===== src/rtl/kart_physics_core.sv =====
// kart_physics_core
// Per-kart motion integrator. On each physics tick it turns the heading toward
// the requested direction along the shortest path, accelerates or bleeds speed
// toward the active cap, and advances a fixed-point position along the
// quantised heading. The position is clamped to the map, and a clamp costs
// half the speed.
//
// Ports:
//   clk       system clock
//   rst       asynchronous, active-low reset
//   tick      physics update strobe, one-cycle pulse
//   state     game state (IDLE=0 SETTING=1 COUNTDOWN=3 RACING=4 PAUSE=5 FINISH=6)
//   h_code    0 nil, 1 left, 2 right, 3 nil
//   v_code    0 nil, 1 up, 2 down, 3 nil
//   boost     boost request
//   pos_x     integer x position (px)
//   pos_y     integer y position (px)
//   angle     heading in degrees 0..359; 0 = up (-y), 90 = right (+x)
//   speed     current speed in 2^-SPEED_FRAC px/tick
//   moving    speed != 0
//   wall_hit  one-cycle pulse after a tick that clamped either axis
//
// Strobe semantics: tick carries no handshake. A cycle with tick high is one
// update request and is always consumed. Its result is visible on the
// registered outputs in the following cycle. A cycle with tick low changes
// nothing except that wall_hit drops.
module kart_physics_core #(
    parameter int START_X     = 0,
    parameter int START_Y     = 0,
    parameter int MAP_MAX_X   = 320,
    parameter int MAP_MAX_Y   = 240,
    parameter int POS_W       = 10,
    parameter int SPD_W       = 10,
    parameter int SPEED_FRAC  = 4,
    parameter int MAX_SPEED   = 30,
    parameter int BOOST_MAX   = 48,
    parameter int ACCEL       = 1,
    parameter int BOOST_ACCEL = 5,
    parameter int DECEL       = 1,
    parameter int TURN_STEP   = 3
) (
    input  logic             clk,
    input  logic             rst,
    input  logic             tick,
    input  logic [2:0]       state,
    input  logic [1:0]       h_code,
    input  logic [1:0]       v_code,
    input  logic             boost,
    output logic [POS_W-1:0] pos_x,
    output logic [POS_W-1:0] pos_y,
    output logic [8:0]       angle,
    output logic [SPD_W-1:0] speed,
    output logic             moving,
    output logic             wall_hit
);

    localparam logic [2:0] ST_IDLE      = 3'd0;
    localparam logic [2:0] ST_SETTING   = 3'd1;
    localparam logic [2:0] ST_COUNTDOWN = 3'd3;
    localparam logic [2:0] ST_RACING    = 3'd4;
    localparam logic [2:0] ST_PAUSE     = 3'd5;

    // The accumulator holds the speed fraction plus the Q0.8 unit-vector
    // fraction, so speed * unit adds exactly, with no rounding.
    localparam int FRAC  = 8 + SPEED_FRAC;
    localparam int INT_W = POS_W + 2;
    localparam int ACC_W = INT_W + FRAC;

    localparam logic signed [ACC_W-1:0] START_ACC_X = {INT_W'(START_X), {FRAC{1'b0}}};
    localparam logic signed [ACC_W-1:0] START_ACC_Y = {INT_W'(START_Y), {FRAC{1'b0}}};
    localparam logic signed [INT_W-1:0] X_HI_INT    = INT_W'(MAP_MAX_X - 1);
    localparam logic signed [INT_W-1:0] Y_HI_INT    = INT_W'(MAP_MAX_Y - 1);
    localparam logic signed [ACC_W-1:0] X_HI_ACC    = {X_HI_INT, {FRAC{1'b0}}};
    localparam logic signed [ACC_W-1:0] Y_HI_ACC    = {Y_HI_INT, {FRAC{1'b0}}};

    localparam logic [SPD_W-1:0] DECEL_W = SPD_W'(DECEL);
    localparam logic [9:0]       TSTEP   = 10'(TURN_STEP);
    localparam logic signed [9:0] U_AX   = 10'sd256;
    localparam logic signed [9:0] U_DG   = 10'sd181;

    logic signed [ACC_W-1:0] acc_x, acc_y;

    logic              h_l, h_r, v_u, v_d, dir_valid;
    logic [8:0]        target;
    logic [9:0]        diff_raw, diff, turn_amt, a10;
    logic [8:0]        ang_race;
    logic [SPD_W-1:0]  cap, gain, spd_upd, spd_race;
    logic [SPD_W:0]    spd_sum;
    logic signed [9:0] unit_x, unit_y;
    logic signed [SPD_W:0]   spd_s;
    logic signed [ACC_W-1:0] prod_x, prod_y, sum_x, sum_y, new_x, new_y;
    logic signed [INT_W-1:0] int_x, int_y;
    logic              x_lo, x_hi, y_lo, y_hi, hit;

    logic signed [ACC_W-1:0] acc_x_nxt, acc_y_nxt;
    logic [8:0]        ang_nxt;
    logic [SPD_W-1:0]  spd_nxt;
    logic              wall_nxt;

    // Heading target, turning and speed update.
    always_comb begin
        h_l       = (h_code == 2'd1);
        h_r       = (h_code == 2'd2);
        v_u       = (v_code == 2'd1);
        v_d       = (v_code == 2'd2);
        dir_valid = h_l | h_r | v_u | v_d;

        if (v_u)      target = h_l ? 9'd315 : (h_r ? 9'd45  : 9'd0);
        else if (v_d) target = h_l ? 9'd225 : (h_r ? 9'd135 : 9'd180);
        else          target = h_l ? 9'd270 : 9'd90;

        // (target - angle) mod 360, kept non-negative.
        diff_raw = {1'b0, target} + 10'd360 - {1'b0, angle};
        diff     = (diff_raw >= 10'd360) ? diff_raw - 10'd360 : diff_raw;

        turn_amt = 10'd0;
        a10      = {1'b0, angle};
        if (dir_valid && diff != 10'd0) begin
            if (diff <= 10'd180) begin
                // A diff of exactly 180 lands here, so it turns clockwise.
                turn_amt = (diff < TSTEP) ? diff : TSTEP;
                a10      = {1'b0, angle} + turn_amt;
            end else begin
                turn_amt = ((10'd360 - diff) < TSTEP) ? (10'd360 - diff) : TSTEP;
                a10      = {1'b0, angle} + 10'd360 - turn_amt;
            end
            if (a10 >= 10'd360) a10 = a10 - 10'd360;
        end
        ang_race = a10[8:0];

        cap     = boost ? SPD_W'(BOOST_MAX) : SPD_W'(MAX_SPEED);
        gain    = boost ? SPD_W'(BOOST_ACCEL) : SPD_W'(ACCEL);
        spd_sum = {1'b0, speed} + {1'b0, gain};
        if (!dir_valid)
            spd_upd = (speed > DECEL_W) ? speed - DECEL_W : '0;
        else if (speed < cap)
            spd_upd = (spd_sum > {1'b0, cap}) ? cap : spd_sum[SPD_W-1:0];
        else if (speed > cap)
            // The boost cap was released: bleed down to the normal cap, not below it.
            spd_upd = ((speed - cap) > DECEL_W) ? speed - DECEL_W : cap;
        else
            spd_upd = speed;
    end

    // Movement along the current heading sector, followed by the edge clamp.
    always_comb begin
        // sector = ((angle + 22) / 45) mod 8, written as threshold compares.
        unit_x = 10'sd0;
        unit_y = 10'sd0;
        if      (angle < 9'd23)  begin unit_x = 10'sd0; unit_y = -U_AX; end
        else if (angle < 9'd68)  begin unit_x = U_DG;   unit_y = -U_DG; end
        else if (angle < 9'd113) begin unit_x = U_AX;   unit_y = 10'sd0; end
        else if (angle < 9'd158) begin unit_x = U_DG;   unit_y = U_DG;  end
        else if (angle < 9'd203) begin unit_x = 10'sd0; unit_y = U_AX;  end
        else if (angle < 9'd248) begin unit_x = -U_DG;  unit_y = U_DG;  end
        else if (angle < 9'd293) begin unit_x = -U_AX;  unit_y = 10'sd0; end
        else if (angle < 9'd338) begin unit_x = -U_DG;  unit_y = -U_DG; end
        else                     begin unit_x = 10'sd0; unit_y = -U_AX; end

        // Movement uses the speed and heading held before this tick.
        spd_s  = {1'b0, speed};
        prod_x = ACC_W'(spd_s) * ACC_W'(unit_x);
        prod_y = ACC_W'(spd_s) * ACC_W'(unit_y);
        sum_x  = acc_x + prod_x;
        sum_y  = acc_y + prod_y;
        int_x  = sum_x[ACC_W-1:FRAC];
        int_y  = sum_y[ACC_W-1:FRAC];

        x_lo = sum_x[ACC_W-1];
        x_hi = !x_lo && (int_x > X_HI_INT);
        y_lo = sum_y[ACC_W-1];
        y_hi = !y_lo && (int_y > Y_HI_INT);

        new_x = x_lo ? '0 : (x_hi ? X_HI_ACC : sum_x);
        new_y = y_lo ? '0 : (y_hi ? Y_HI_ACC : sum_y);
        // A clamp on both axes in the same tick still counts as one hit.
        hit      = x_lo | x_hi | y_lo | y_hi;
        spd_race = hit ? (spd_upd >> 1) : spd_upd;
    end

    // Per-state next values applied on a tick.
    always_comb begin
        acc_x_nxt = acc_x;
        acc_y_nxt = acc_y;
        ang_nxt   = angle;
        spd_nxt   = speed;
        wall_nxt  = 1'b0;
        case (state)
            ST_RACING: begin
                acc_x_nxt = new_x;
                acc_y_nxt = new_y;
                ang_nxt   = ang_race;
                spd_nxt   = spd_race;
                wall_nxt  = hit;
            end
            ST_PAUSE: ;
            ST_IDLE, ST_SETTING, ST_COUNTDOWN: begin
                acc_x_nxt = START_ACC_X;
                acc_y_nxt = START_ACC_Y;
                ang_nxt   = 9'd0;
                spd_nxt   = '0;
            end
            default: spd_nxt = '0;  // FINISH and the undefined codes
        endcase
    end

    always_ff @(posedge clk or negedge rst) begin
        if (!rst) begin
            acc_x    <= START_ACC_X;
            acc_y    <= START_ACC_Y;
            angle    <= 9'd0;
            speed    <= '0;
            moving   <= 1'b0;
            wall_hit <= 1'b0;
        end else begin
            wall_hit <= 1'b0;
            if (tick) begin
                acc_x    <= acc_x_nxt;
                acc_y    <= acc_y_nxt;
                angle    <= ang_nxt;
                speed    <= spd_nxt;
                moving   <= (spd_nxt != '0);
                wall_hit <= wall_nxt;
            end
        end
    end

    assign pos_x = acc_x[FRAC +: POS_W];
    assign pos_y = acc_y[FRAC +: POS_W];

endmodule


===== config.mk =====
export PLATFORM = sky130hd
export DESIGN_NAME = kart_physics_core
export DESIGN_NICKNAME = d
export VERILOG_FILES = /design/src/rtl/kart_physics_core.sv
export SDC_FILE = /design/constraint.sdc
export NUM_CORES = 1
export LEC_CHECK = 0
export CORE_ASPECT_RATIO = 1.5
export CORE_UTILIZATION = 60
export CTS_CLUSTER_SIZE = 14
export DETAILED_ROUTE_END_ITERATION = 8
export PLACE_DENSITY_LB_ADDON = 0.08
export SLEW_MARGIN = 20
export SYNTH_ARGS = -nofsm -noshare
export SYNTH_HDL_FRONTEND = slang
export SYNTH_SLANG_ARGS = --single-unit

===== constraint.sdc =====
create_clock -name clk -period 13.3 [get_ports clk]
set_input_delay 2.66 -clock clk [delete_from_list [all_inputs] [get_ports clk]]
set_output_delay 2.66 -clock clk [all_outputs]
set_load 0.005 [all_outputs]

==> impl_metrics.toml <==
[status]
run_status = "completed"

[die]
die_h_um = 194.4
floorplan.initialDensity = 0.6083
die-area_um2 = 25330
floorplan.die.width_um = 130.3
top_level_ports = 52
design.core.area_um2 = 24350
num_rows = 70

[worst_setup_path]
cpPeakStageDelay_ns = 0.49
critical_path_required_ns = 13.55
crit_family = "compound AO/OA/AOI/OAI gates"
crit_path_start_kind = "input pin"
worstReg2RegEnd = "moving$_DFFE_PN0P_"
end_kind = "flip-flop"
cp.arrival_ns = 9.81
critPathKind = "in2reg"
crit_slowest_cell = "clkdlybuf4s50_1"
cp.buffers_inverters = 2
r2r_setup_slk_ns = 3.99
worst-path-max-fanout = 8
timing.reg2reg.worst_path_depth = 28
path_common_cell = "ha_1"
reg2reg_launch_point = "angle[3]$_DFFE_PN0P_"

[cts]
tritoncts_sinks = 67
cts_tree = "done"
cts_clock_pin_slew_for_the_worst_setup_and_hold_paths_ns = 0.06
insertion_delay_ns = 0.37
clock_tree.buffer_depth = 2
cts_max_level = 3
cts_resized = 0
tritoncts.num_buffers = 9
postCtsHoldBufs = 0
postCtsSetupBuffers = 0
cts_root_buf = "clkbuf_16"

[placement]
detailed_place.area_um2 = 15500
dpl.hpwl_mm = 31.37
port_buffers = 51
place_worst_setup_slack_ns = 3.399
place.gp.congestion = 0.9051

[global_route]
grt_start_max_net_pins = 68
grt-ovfl-total = 0
first_global_vias = 12660
groute.usage.overall = 0.3227
first_pass_grt_wire_length_mm = 62.71
grt_antenna_before_repair = 0

[timing]
slew_headroom = 0.2944
slew_violations = 0
fin_crit_sh = 0.7187
rsz0062_at_grt = "no"
timing_worst_slew_pin_value_ns = 1.058
setup_total_negative_slack_ns = 0
finalWorstPathRequiredPeriod_ns = 9.558
report.final.hold_viol_count = 0
timing.hold.ws_ns = 0.4864
max_freq_ghz = 0.1046
count_of_endpoints_failing_setup_in_the_final_report = 0
final.setup_skew_ns = 0.01103
finalWorstSetupSlack_ns = 3.742

[synthesis]
async_reset_ff_frac = 1.000
number_of_enable_flip_flop_cells_after_synthesis = 0
synth_flop_cell = "dfrtp_1"
syn-instance-count = 1754
synthesized_area_divided_by_synthesized_cell_count_um2 = 8.445
synth_seq_cells = 67
syn_area_um2 = 14810
synth.yosys.seq_area_share = 0.1132
synth_cell_types = 89
yosysWarnings = 0

[drt]
antenna_violating_nets_left = 0
route.detailed.vias_per_inst = 5.831
wirelength_mm = 38.33
firstDrtPassIters = 5
vias = 12230
drt_drc = 0
detail_route.wl_per_cell_um = 18.27
drt_iter0_markers = 635

[power_and_ir_drop]
worst_ir_drop_vdd_mv = 0.2760
power_per_cell_area_nw_per_um2 = 255.0
leakage_nw = 8.516

[worst_hold_path]
min_delay_path_depth = 1
hold_path.class = "reg2reg"
holdCritStartpoint = "acc_y[22]$_DFFE_PN0P_"
timing.hold.worst_endpoint = "acc_y[22]$_DFFE_PN0P_"

[finish]
fin_nets = 2155
drive_above_1_share = 0.03833
diodes = 0
finalCoreUtilization = 0.6495
synthToLayoutAreaGrowth_pct = 6.775
finalInstanceArea_um2 = 15820

[run]
drv_cap = 0
==> layer usage <==
layer	wire [um]	vias to the layer above	GRT usage
met1	14130	5984	0.3569
met5	0	-	0
met2	20380	318	0.5810
li1	-	5814	-
met3	1738	117	0.05010
met4	2084	0	0.1718
==> placed cells by master (no fill, tap or decap), types with 25 or more instances in the layout <==
cell,Yosys,layout
fa_1,170,170
nor2_1,88,88
clkdlybuf4s50_1,0,50
xnor2_1,40,40
inv_1,365,365
and2_1,34,34
dfrtp_1,67,67
a21o_1,43,43
o21ai_0,77,77
ha_1,204,204
nand2_1,139,139
xor2_1,25,25
a21oi_1,82,82
==> synthesized netlist by cell type, drive strengths merged (6+ instances only) <==
library cell  number  area [um2]
nor3              24       130.1
clkbuf            39       146.4
a21boi             6       45.04
xor2              26       235.2
inv              366        1374
dfrtp             67        1677
or3                9       56.30
mux2i             15       150.1
xnor2             40       350.3
a22o              18       157.7
or2               14       87.59
and3              11       68.82
nand2            139       521.8
nor2              88       330.3
a21oi             82       410.4
o211a              6       60.06
a2111oi            7       106.4
nand3             23       120.1
o31ai             13       102.6
a211oi            13       107.6
or4                6       48.80
and2              34       212.7
nand2b            17       106.4
o32ai              7       76.32
nor2b             22       137.6
ha               204        2552
nor4               9       56.30
o21ai             84       420.4
a31oi             13       96.34
nand4              9       56.30
o21a              16       120.1
a21o              43       322.8
buf               27       191.4
a211o              6       52.55
o211ai             7       57.55
fa               170        3403
==> final cells by class <==
cell class	count	area [um2]
Tap cell	324	405.4
Inverter	367	1378
Timing Repair Buffer	59	588.1
Multi-Input combinational cell	1266	11480
Fill cell	2189	8533
Clock buffer	9	225.2
Clock inverter	6	66.31
Sequential cell	67	1677
==> cell families after synthesis <==
group           synth area share
other cells            0.0005070
compound gates            0.1738
xor+xnor                 0.03953
mux                      0.01419
buf+inv                   0.1158
flops                     0.1132
simple gates              0.1409
fa+ha+maj                 0.4021
==> worst max path at each step <==
stage / to / start / slack [ns] / cells after the start
after floorplan: angle[4]$_DFFE_PN0P_ / v_code[0] / 4.62 / 34
after global placement: angle[4]$_DFFE_PN0P_ / v_code[0] / 3.56 / 33
after detailed placement: angle[4]$_DFFE_PN0P_ / v_code[0] / 3.40 / 34
after CTS: angle[4]$_DFFE_PN0P_ / v_code[0] / 3.78 / 33
after global routing: angle[3]$_DFFE_PN0P_ / v_code[0] / 3.01 / 34
final: angle[4]$_DFFE_PN0P_ / v_code[0] / 3.74 / 33
==> metrics by stage <==
stage               total power, mW  instances
detailed placement            3.746       2082
global route                  4.481       2098
floorplan                     3.004       1766
finish                        4.033       2098
global placement              3.704       2082
CTS                           4.023       2097
==> flip-flops by register name (all words and copies together) (netlist names) <==
| register | cells |
|---|---|
| moving | 1 |
| acc_x | 23 |
| wall_hit | 1 |
| speed | 10 |
| angle | 9 |
| acc_y | 23 |
==> where the power goes <==
group / internal (mW) / total (mW) / switching [mW] / leakage [nW]
sequential: 0.243 / 0.317 / 0.0746 / 0.919
clock: 0.144 / 0.251 / 0.106 / 0.134
combinational: 1.38 / 3.47 / 2.09 / 7.46
total: 1.76 / 4.03 / 2.27 / 8.52
Power figures use the tool's default switching activity.
